## src/rtl/ram_arb_pkg.sv

```systemverilog
// Shared encodings and RAM geometry for the RAM port arbiter.
package ram_arb_pkg;
  typedef enum logic [1:0] {
    IDLE   = 2'd0,
    ACCESS = 2'd1,
    DONE   = 2'd2,
    CLEAR  = 2'd3
  } state_t;

  localparam int RAM_AW    = 6;
  localparam int RAM_DW    = 8;
  localparam int RAM_DEPTH = 64;
endpackage

```

## src/rtl/ram_port_arbiter_rr_pick.sv

```systemverilog
// Round-robin picker: first requester set at or after ptr+1 (mod NREQ).
module rr_pick
  import ram_arb_pkg::*;
#(
  parameter int NREQ = 2,
  parameter int PW   = 1
) (
  input  logic [NREQ-1:0] req,
  input  logic [PW-1:0]   ptr,
  output logic [PW-1:0]   grant,
  output logic            anyReq
);
  always_comb begin
    grant  = '0;
    anyReq = |req;
    // Walk backwards so the nearest candidate after ptr is the last assignment.
    for (int i = NREQ; i >= 1; i--) begin
      if (req[(int'(ptr) + i) % NREQ]) grant = PW'((int'(ptr) + i) % NREQ);
    end
  end
endmodule

```

## src/rtl/ram_port_arbiter.sv

```systemverilog
// Shares one RAM between NREQ requesters with round-robin grants and a clear sequencer.
module ram_port_arbiter
  import ram_arb_pkg::*;
#(
  parameter int NREQ = 2,
  parameter int AW   = RAM_AW,
  parameter int DW   = RAM_DW
) (
  input  logic             Clk,
  input  logic             Reset,
  input  logic [NREQ-1:0]  req,
  input  logic [NREQ-1:0]  we,
  input  logic [NREQ*AW-1:0] addr,
  input  logic [NREQ*DW-1:0] wdata,
  output logic [NREQ-1:0]  ack,
  output logic [DW-1:0]    rdata,
  input  logic             clear_req,
  output logic             clear_done,
  output logic             busy,
  output logic [AW-1:0]    ram_readAddress,
  output logic [AW-1:0]    ram_writeAddress,
  output logic [DW-1:0]    ram_WriteData,
  output logic             ram_writeEn,
  output logic             ram_readEn,
  output logic             ram_Reset,
  input  logic [DW-1:0]    ram_ReadData
);
  localparam int PW = $clog2(NREQ);

  state_t          state, stateNxt;
  logic            clrFlag;
  logic [PW-1:0]   ptr, gReg, gNxt;
  logic            weReg;
  logic [AW-1:0]   addrReg;
  logic [DW-1:0]   wdataReg;
  logic            anyReq;
  logic            accessLive;

  rr_pick #(.NREQ(NREQ), .PW(PW)) uPick (
    .req    (req),
    .ptr    (ptr),
    .grant  (gNxt),
    .anyReq (anyReq)
  );

  always_comb begin
    stateNxt = state;
    case (state)
      IDLE:    if (clear_req) stateNxt = CLEAR;
               else if (anyReq) stateNxt = ACCESS;
      ACCESS:  stateNxt = DONE;
      DONE:    stateNxt = IDLE;
      CLEAR:   stateNxt = DONE;
      default: stateNxt = IDLE;
    endcase
  end

  always_ff @(posedge Clk) begin
    if (Reset) begin
      state    <= IDLE;
      clrFlag  <= 1'b0;
      ptr      <= '0;
      gReg     <= '0;
      weReg    <= 1'b0;
      addrReg  <= '0;
      wdataReg <= '0;
      rdata    <= '0;
    end else begin
      state <= stateNxt;
      if (state == IDLE && !clear_req && anyReq) begin
        gReg     <= gNxt;
        weReg    <= we[gNxt];
        addrReg  <= addr[gNxt*AW +: AW];
        wdataReg <= wdata[gNxt*DW +: DW];
      end
      if (state == ACCESS) begin
        ptr     <= gReg;
        clrFlag <= 1'b0;
        if (!weReg) rdata <= ram_ReadData;
      end
      if (state == CLEAR) clrFlag <= 1'b1;
    end
  end

  // Reset kills the RAM strobes in the same cycle so an in-flight write is dropped.
  assign accessLive = (state == ACCESS) && !Reset;

  always_comb begin
    ack              = '0;
    clear_done       = 1'b0;
    busy             = (state != IDLE);
    ram_writeEn      = accessLive && weReg;
    ram_readEn       = accessLive && !weReg;
    ram_writeAddress = ram_writeEn ? addrReg : '0;
    ram_WriteData    = ram_writeEn ? wdataReg : '0;
    ram_readAddress  = ram_readEn ? addrReg : '0;
    ram_Reset        = (state == CLEAR) && !Reset;
    if (state == DONE) begin
      if (clrFlag) clear_done = 1'b1;
      else         ack[gReg]  = 1'b1;
    end
  end
endmodule
```

## config.mk

```make
export PLATFORM = sky130hd
export DESIGN_NAME = ram_port_arbiter
export DESIGN_NICKNAME = d
export VERILOG_FILES = /design/src/rtl/ram_arb_pkg.sv /design/src/rtl/ram_port_arbiter_rr_pick.sv /design/src/rtl/ram_port_arbiter.sv
export SDC_FILE = /design/constraint.sdc
export NUM_CORES = 1
export LEC_CHECK = 0
export CORE_ASPECT_RATIO = 0.75
export CORE_MARGIN = 1.5
export CORE_UTILIZATION = 39
export DETAILED_ROUTE_END_ITERATION = 8
export PLACE_DENSITY = 0.85
export SLEW_MARGIN = 5
export SYNTH_ARGS = -nofsm -noshare
export SYNTH_HDL_FRONTEND = slang
export SYNTH_SLANG_ARGS = --single-unit
```

## constraint.sdc

```tcl
create_clock -name Clk -period 3.3 [get_ports Clk]
set_clock_uncertainty 0.1 [all_clocks]
set_input_delay 0.495 -clock Clk [delete_from_list [all_inputs] [get_ports Clk]]
set_output_delay 0.495 -clock Clk [all_outputs]
set_load 0.02 [all_outputs]
```

* Word-level counts from Yosys, hierarchy flattened *
Index checks and enable logic that the tools add are counted.

word-level totals
  register bits = 28
  output and inout port bits = 35
  logic and storage cells = 65

operators by class
  add/sub/neg operators = 2
  multipliers = 1
  magnitude comparators = 5
  eq/ne operators = 4
  shift operators = 2
  mux-type cells = 24
  bitwise logic cells = 3
  reduce and logical (&&, ||, !) cells = 16

operators with widths
  operator             count
  $shiftx 16x5->8      1
  $mux 1               15
  $mux 6               2
  $shiftx 12x5->6      1
  $mux 2               4
  $mux 8               1
  $logic_and 1x1->1    7
  $lt 2x3->1 const B   2
  $pmux 2 s3           1
  $eq 2x2->1 const B   2
  $lt 1x2->1 const B   2
  $reduce_bool 2->1    2
  $reduce_or 2->1      2
  $logic_not 1->1      3
  $mul 1x2->3 const B  1
  $ne 3x3->1 const B   1
  $add 1x1->1 const B  2
  $and 1x1->1 const A  2
  $eq 2x1->1 const B   1
  $logic_not 2->1      1
  $reduce_and 2->1     1
  $demux 1 s1          1
  $ge 1x1->1 const B   1
  $not 1->1            1

* Longest topological paths before layout *
Gate-level depths: netlist (run 1).

  word-level depth = 9
  mapped depth = 5
  mapped depth without buffers = 3

* Hierarchy *
A second synthesis (run 1) with hierarchy kept.

unflattened totals
  cell total of the unflattened synthesis = 153
  area, all modules = 1446.4 um^2

modules (own cells, without submodules)
  module            times used  cells each  area an instance (um^2)  seq. area each (um^2)
  ram_port_arbiter  1           151         1432.6                   560.5
  rr_pick           1           2           13.8                     0.0

* Least setup slack after synthesis (run 1) *
Ideal clock, no wire load.

  path type = input to output
  from = input port Reset
  to = output port ram_WriteData[0]
  arrival = 1.522 ns
  setup slack = 1.183 ns
  stages on the path = 3
  cells stage by stage = clkbuf_1 > clkbuf_1 > nor4_1

on the way
  word-level cells in the longest chain between the ends = 4

ends and longest elaborated chain
  what               line                    text
  start, declared    ram_port_arbiter.sv:10  input logic Reset,
  $logic_not 1->1    ram_port_arbiter.sv:86  assign accessLive = (state == ACCESS) && !Reset;
  $logic_and 1x1->1  ram_port_arbiter.sv:86
  $logic_and 1x1->1  ram_port_arbiter.sv:92  ram_writeEn = accessLive && weReg;
  $mux 8             ram_port_arbiter.sv:95  ram_WriteData = ram_writeEn ? wdataReg : '0;
  end, declared      ram_port_arbiter.sv:22  output logic [DW-1:0] ram_WriteData,

Every way passes these cells.

* Worst setup path after layout (run 1) *
  from = register state[0]
  to = output port ram_WriteData[0]

on the way
  word-level cells in the longest chain between the ends = 4

ends and longest elaborated chain
  what                    line                    text
  start, declared         ram_port_arbiter.sv:30  state_t state, stateNxt;
  start signal, assigned  ram_port_arbiter.sv:69  state <= stateNxt;
  $eq 2x1->1              ram_port_arbiter.sv:86
  $logic_and 1x1->1       ram_port_arbiter.sv:86
  $logic_and 1x1->1       ram_port_arbiter.sv:92
  $mux 8                  ram_port_arbiter.sv:95

Every way passes these cells.

==> run metrics, run 1 <==
outcome finished, final reports clean; Final #Nets 274; first-pass GRT wire length 6250 um; CTS Buffer Depth 2; register area share after synthesis 38.8%; post-route setup TNS 0 ns; Die Wd 73.3 um; Final Max Tran Viols 0; Hold WS 0.380 ns; largest net degree at the start of global routing 47; via/cell ratio 5.36; gpl congestion 0.807; Synth area leader dfxtp_1; CTS tree built; worst-path maximum fanout 23; relative slew slack 45.8%; share of cells above drive strength 1 11.4%; Post-synth EDFFs 0; clock latency on the worst-skew pair 0.27 ns; CTS Buf Count 3; # resized after CTS 0; R2R Setup Slk 1.53 ns; Startpoint Class flop; Setup CP Type reg2out; MaxCap Viol Count 0; synth warn 0; reg2reg end wdataReg[5]; Worst Hold Depth 2; Worst-path clk slew 0.09 ns; ys async rst share 0%; hold endpoint rdata[0]; Remaining Overflow, GRT 0; Area contributors post-synth dfxtp_1 (39%), nor4_1 (9.1%), o22ai_2 (7.8%), o221a_1 (7.0%), o221a_2 (4.7%); Arr. time, crit path 2.19 ns; core region area 0.00342 mm^2; Syn-to-layout area delta 54.8%; Synth Area per Inst 8.81 um^2; Leak Pwr 0.739 nW; actual slew at the worst max-slew pin 0.813 ns; FP Rows 18; Synth Cell Area 0.00145 mm^2; Pre-Repair DR Iteration Count 4; FF-to-FF path depth 3; syn nets 207; Fin. Hold Viols 0; DR WL/cell 13.8 um; post-synthesis register bit count 28; Die Area 0.00408 mm^2; H-tree depth 1; via count 1495; antenna violations before repair 0; Highest Clock Rate 359 MHz; All-Layer GR Usage 19.4%; ys flop type dfxtp_1; drt total wl 3840 um; DRC 0; HP Class reg2reg; post-DP HPWL 2690 um; Filler cells 301; Starting Density 42.2%; clock root cell clkbuf_8; initial drt markers 39; worst path required time 2.70 ns; DRT met1 WL 1850 um; Chip Height 55.7 um; Final setup viols 0; Period Utilization, post-route 84.4%; # port buffers 77; RSZ-0062 raised after global routing false; clock sinks 28; PwrDens 352 mW/mm^2; # diodes 0; hold_sp rdata[0]; Synth Instances 164; # IOs 78; vias in the first global route 1378; hold_buf cts 0; Critical R2R Launch state[0]; met3 wire length 258 um; Post-CTS Setup Bufs 0; WL met2 1720 um; Peak VDD IR 0.000276 V; Routed Antenna Nets 0; Yosys cell types 28; CP endpoint kind output pin; min cycle time layout 2.79 ns; Top Layer Used met4; share of Yosys cell area claimed by the top area cell type 38.8%; Layout Utilization 65.4%
[power breakdown]
group / internal (mW) / leakage, nW / switching [mW]
clock: 0.0818 / 0.0216 / 0.0976
sequential: 0.367 / 0.230 / 0.0138
combinational: 0.115 / 0.487 / 0.113
total: 0.563 / 0.739 / 0.224
[cell type report]
cell class	instances	area, um^2	share of cell area (%)
repair buffers	80	788	35.2
multi-input cells	101	721	32.2
flip-flops and latches	28	561	25.1
inverters	17	63.8	2.85
well taps	50	62.6	2.80
clock buffers	3	41.3	1.85
[worst max-delay path by stage]
| stage | to | from | cells past startpoint |
|---|---|---|---|
| 2_1_floorplan | ram_WriteData[0] | Reset | 3 |
| 3_3_place_gp | ram_WriteData[0] | Reset | 3 |
| 3_5_place_dp | ram_WriteData[1] | state[0] | 4 |
| 4_1_cts | ram_WriteData[1] | state[0] | 4 |
| 5_1_grt | ram_WriteData[5] | state[0] | 4 |
| 6_report | ram_WriteData[0] | state[0] | 4 |
[flip-flops by register name, summed over array words and instances, names as in the netlist]
name,flops
wdataReg,8
state,2
rdata,8
clrFlag,1
weReg,1
gReg,1
ptr,1
addrReg,6
[worst max-delay path, cell delays in order, from the launching register on]
cell and delay, ns:
dfxtp_1 0.51, nand2b_1 0.24, buf_4 0.27, nor4_1 0.23
clkdlybuf4s50_1 0.66
[Yosys cell counts (2+ instances only)]
library cell / count
a21oi_1: 11
o221a_2: 6
inv_1: 17
nand2b_1: 3
nand3_1: 2
o221a_1: 9
clkbuf_1: 8
o22ai_1: 6
o21ai_0: 8
o22ai_2: 9
nand2_1: 10
nor4_1: 21
dfxtp_1: 28
buf_2: 7
nor3_1: 4
nor2_1: 3
[logic make-up (layout without fill, tap and decap cells)]
| kind of cell | Yosys count | count (layout) | synth area share, % |
|---|---|---|---|
| AO/OA/AOI/OAI | 51 | 51 | 29.5 |
| buffers and inverters | 35 | 100 | 11.6 |
| flip-flops | 28 | 28 | 38.8 |
| multiplexers | 1 | 1 | 0.693 |
| AND/OR/NAND/NOR | 49 | 49 | 19.4 |
[layout by cell type (no fill, tap or decap), drive strengths merged]
master         synthesis  routed
buf                   10       4
nor4b                  1       1
inv                   17      17
a21oi                 11      11
nand2b                 3       3
o22ai                 15      15
nor3                   5       5
nor3b                  2       2
or2                    1       1
or3                    1       1
nand2                 10      10
nand3                  2       2
mux2i                  1       1
clkdlybuf4s50          0      76
o21bai                 1       1
nor2                   3       3
dfxtp                 28      28
clkbuf                 8       3
o221a                 15      15
nor4                  21      21
o21ai                  9       9
[metal layers]
metal	vias to the layer above	track usage, %
met4	0	3.97
met3	2	4.89
met5	-	0
met1	692	25.7
met2	56	31.9
li1	745	-
[per-stage QoR]
stage / setup WS (ns) / area (um^2) / power [mW] / cells
4_1_cts: 0.498 / 2240 / 0.794 / 279
6_report: 0.514 / 2240 / 0.787 / 279
3_3_place_gp: 0.838 / 2200 / 0.612 / 276
5_1_grt: 0.284 / 2240 / 0.837 / 279
2_1_floorplan: 1.18 / 1450 / 0.526 / 164
3_5_place_dp: 0.807 / 2200 / 0.615 / 276
Power figures use the tool's default switching activity.
==> run 2: changes to the inputs <==
clock period = 2.75 ns   (was 3.3 ns; I/O delays follow)
==> run 2 against run 1 <==
Against the previous run: setup slack got worse by 0.29 ns; cell count rose by 0.36%; worst hold slack improved by 0.0011 ns; first-iteration DRC count rose by 51%; global-route usage barely moved; clock-buffer cell count did not move; non-clock buffer count rose by 1.
==> run metrics, run 2 (synthesis gave the netlist of run 1 again) <==
outcome finished, final reports clean; Peak VDD IR 0.000279 V (+1.1%); Remaining Overflow, GRT 0 (unchanged); Fin. Hold Viols 0 (unchanged); Final Max Tran Viols 0 (unchanged); DRC 0 (unchanged); R2R Setup Slk 0.94 ns (-0.59 ns); Sequential Power Share 48.2% (about the same); gpl congestion 0.755 (-6.4%); via count 1472 (-1.5%); most common cell after layout, fill and taps aside clkdlybuf4s50_1; clock root cell clkbuf_8; # IOs 78 (unchanged); worst path required time 2.24 ns (-0.46 ns); Filler cells 313 (+4.0%); Post-CTS Setup Bufs 0 (unchanged); CTS tree built; Critical R2R Launch state[0]; CTS Buf Count 3 (unchanged); cell area after layout 0.00224 mm^2 (+0.34%); Final #Nets 275 (+0.36%); pre-CTS WS 0.428 ns (-0.379 ns); MaxCap Viol Count 0 (unchanged); All-Layer GR Usage 19.4% (about the same); post-route setup TNS 0 ns (unchanged); drt total wl 3830 um (-0.39%); clock sinks 28 (unchanged); crit path launch state[0]; Starting Density 42.2% (unchanged); vias in the first global route 1388 (+0.73%); Syn-to-layout area delta 55.3%; top flop regs rdata: 8 flops, wdataReg: 8 flops, addrReg: 6 flops; Net Sw Frac 28.4% (-0.062 points); core region area 0.00342 mm^2 (unchanged); CP endpoint kind output pin; PwrDens 421 mW/mm^2 (+20%); via/cell ratio 5.26 (-1.9%); Slowest cell on crit path clkdlybuf4s50_1; DR WL/cell 13.7 um (-0.75%); Seq. cell area 561 um^2 (unchanged); Final setup viols 0 (unchanged); actual slew at the worst max-slew pin 0.803 ns (-0.00990 ns); H-tree depth 1 (unchanged); first-pass GRT wire length 6380 um (+2.1%); Pre-Repair DR Iteration Count 4 (unchanged); setup ws final 0.226 ns (-0.288 ns); RSZ-0062 raised after global routing false; HP Class reg2reg; Worst-path clk slew 0.09 ns (about the same); Pint 0.677 mW (+20%); Comb power frac 29.0% (about the same); FP Rows 18 (unchanged); # port buffers 77 (unchanged); share of cells above drive strength 1 11.7% (+0.39 points); commonest non-fill, non-tap cells in the layout clkdlybuf4s50_1 (76), dfxtp_1 (28), nor4_1 (21); Die Area 0.00408 mm^2 (unchanged); min cycle time layout 2.52 ns; Highest Clock Rate 396 MHz; Setup CP Type reg2out; largest net degree at the start of global routing 47 (unchanged); CTS Buffer Depth 2 (unchanged); DP Area 0.00220 mm^2 (+0.34%); Routed Antenna Nets 0 (unchanged); antenna violations before repair 0 (unchanged); Arr. time, crit path 2.01 ns (-0.18 ns); FF-to-FF path depth 3 (unchanged); worst-path maximum fanout 15 (-35%); Multi-input gate area 721 um^2 (unchanged); power share of the clock group 22.7% (about the same); relative slew slack 46.5% (+0.66 points); Startpoint Class flop; initial drt markers 59 (+51%); critical-path cell list nand2b_1 > buf_4 > nor4_1 > clkdlybuf4s50_1; # diodes 0 (unchanged); # resized after CTS 0 (unchanged); reg2reg end wdataReg[5]; DP Cell Count 277 (+0.36%); Die Wd 73.3 um (unchanged); Setup crit end ram_WriteData[4]; Chip Height 55.7 um (unchanged); slowest cell delay on critical path 0.68 ns (+0.02 ns); post-DP HPWL 2710 um (+0.51%); Leak Pwr 0.743 nW (+0.59%); Worst Hold Depth 2 (unchanged); Net Switching 0.268 mW (+20%); Final Non-Filler Cells 280 (+0.36%); Period Utilization, post-route 91.8%; hold_buf cts 0 (unchanged); clock latency on the worst-skew pair 0.27 ns (about the same)
==> run 2: final cells by class <==
class / instances / area share [%]
Multi-Input combinational cell: 101 / 32.1
Tap cell: 50 / 2.79
Timing Repair Buffer: 81 / 35.5
Clock buffer: 3 / 1.84
Inverter: 17 / 2.84
Sequential cell: 28 / 25.0
==> run 2: per-layer routing <==
metal / vias up / track usage, % / part of all wire (%)
met5: - / 0 / 0
met4: 0 / 1.85 / 0.24
met1: 667 / 25.5 / 47
met3: 2 / 4.71 / 6.8
met2: 57 / 33.4 / 46
li1: 746 / - / -
==> run 2: metrics by stage <==
step	utilization, %	hold WS (ns)	power [mW]
2_1_floorplan	-	0.371	0.631
3_3_place_gp	64.4	0.364	0.736
3_5_place_dp	64.4	0.368	0.739
4_1_cts	65.6	0.382	0.954
5_1_grt	65.6	0.429	1.00
6_report	65.6	0.381	0.946
==> run 2: power groups by stage <==
| stage | logic [mW] | registers, mW | clock network [mW] |
|---|---|---|---|
| 2_1_floorplan | 0.162 | 0.469 | 0 |
| 3_3_place_gp | 0.271 | 0.465 | 0 |
| 3_5_place_dp | 0.273 | 0.466 | 0 |
| 4_1_cts | 0.275 | 0.456 | 0.223 |
| 5_1_grt | 0.301 | 0.460 | 0.239 |
| 6_report | 0.275 | 0.456 | 0.215 |
==> run 2: critical path, delay by kind of cell (launching register included) <==
| kind | cells | cell delay, ns |
|---|---|---|
| flops | 1 | 0.52 |
| simple gates | 2 | 0.35 |
| buf+inv | 2 | 0.88 |
==> run 2: worst min-delay path by stage <==
stage | from | end | slack (ns)
after detailed placement | rdata[2] | rdata[2] | 0.37
after floorplan | clrFlag | clrFlag | 0.37
after global placement | rdata[0] | rdata[0] | 0.36
final | rdata[5] | rdata[5] | 0.38
after global routing | rdata[2] | rdata[2] | 0.43
after CTS | rdata[2] | rdata[2] | 0.38
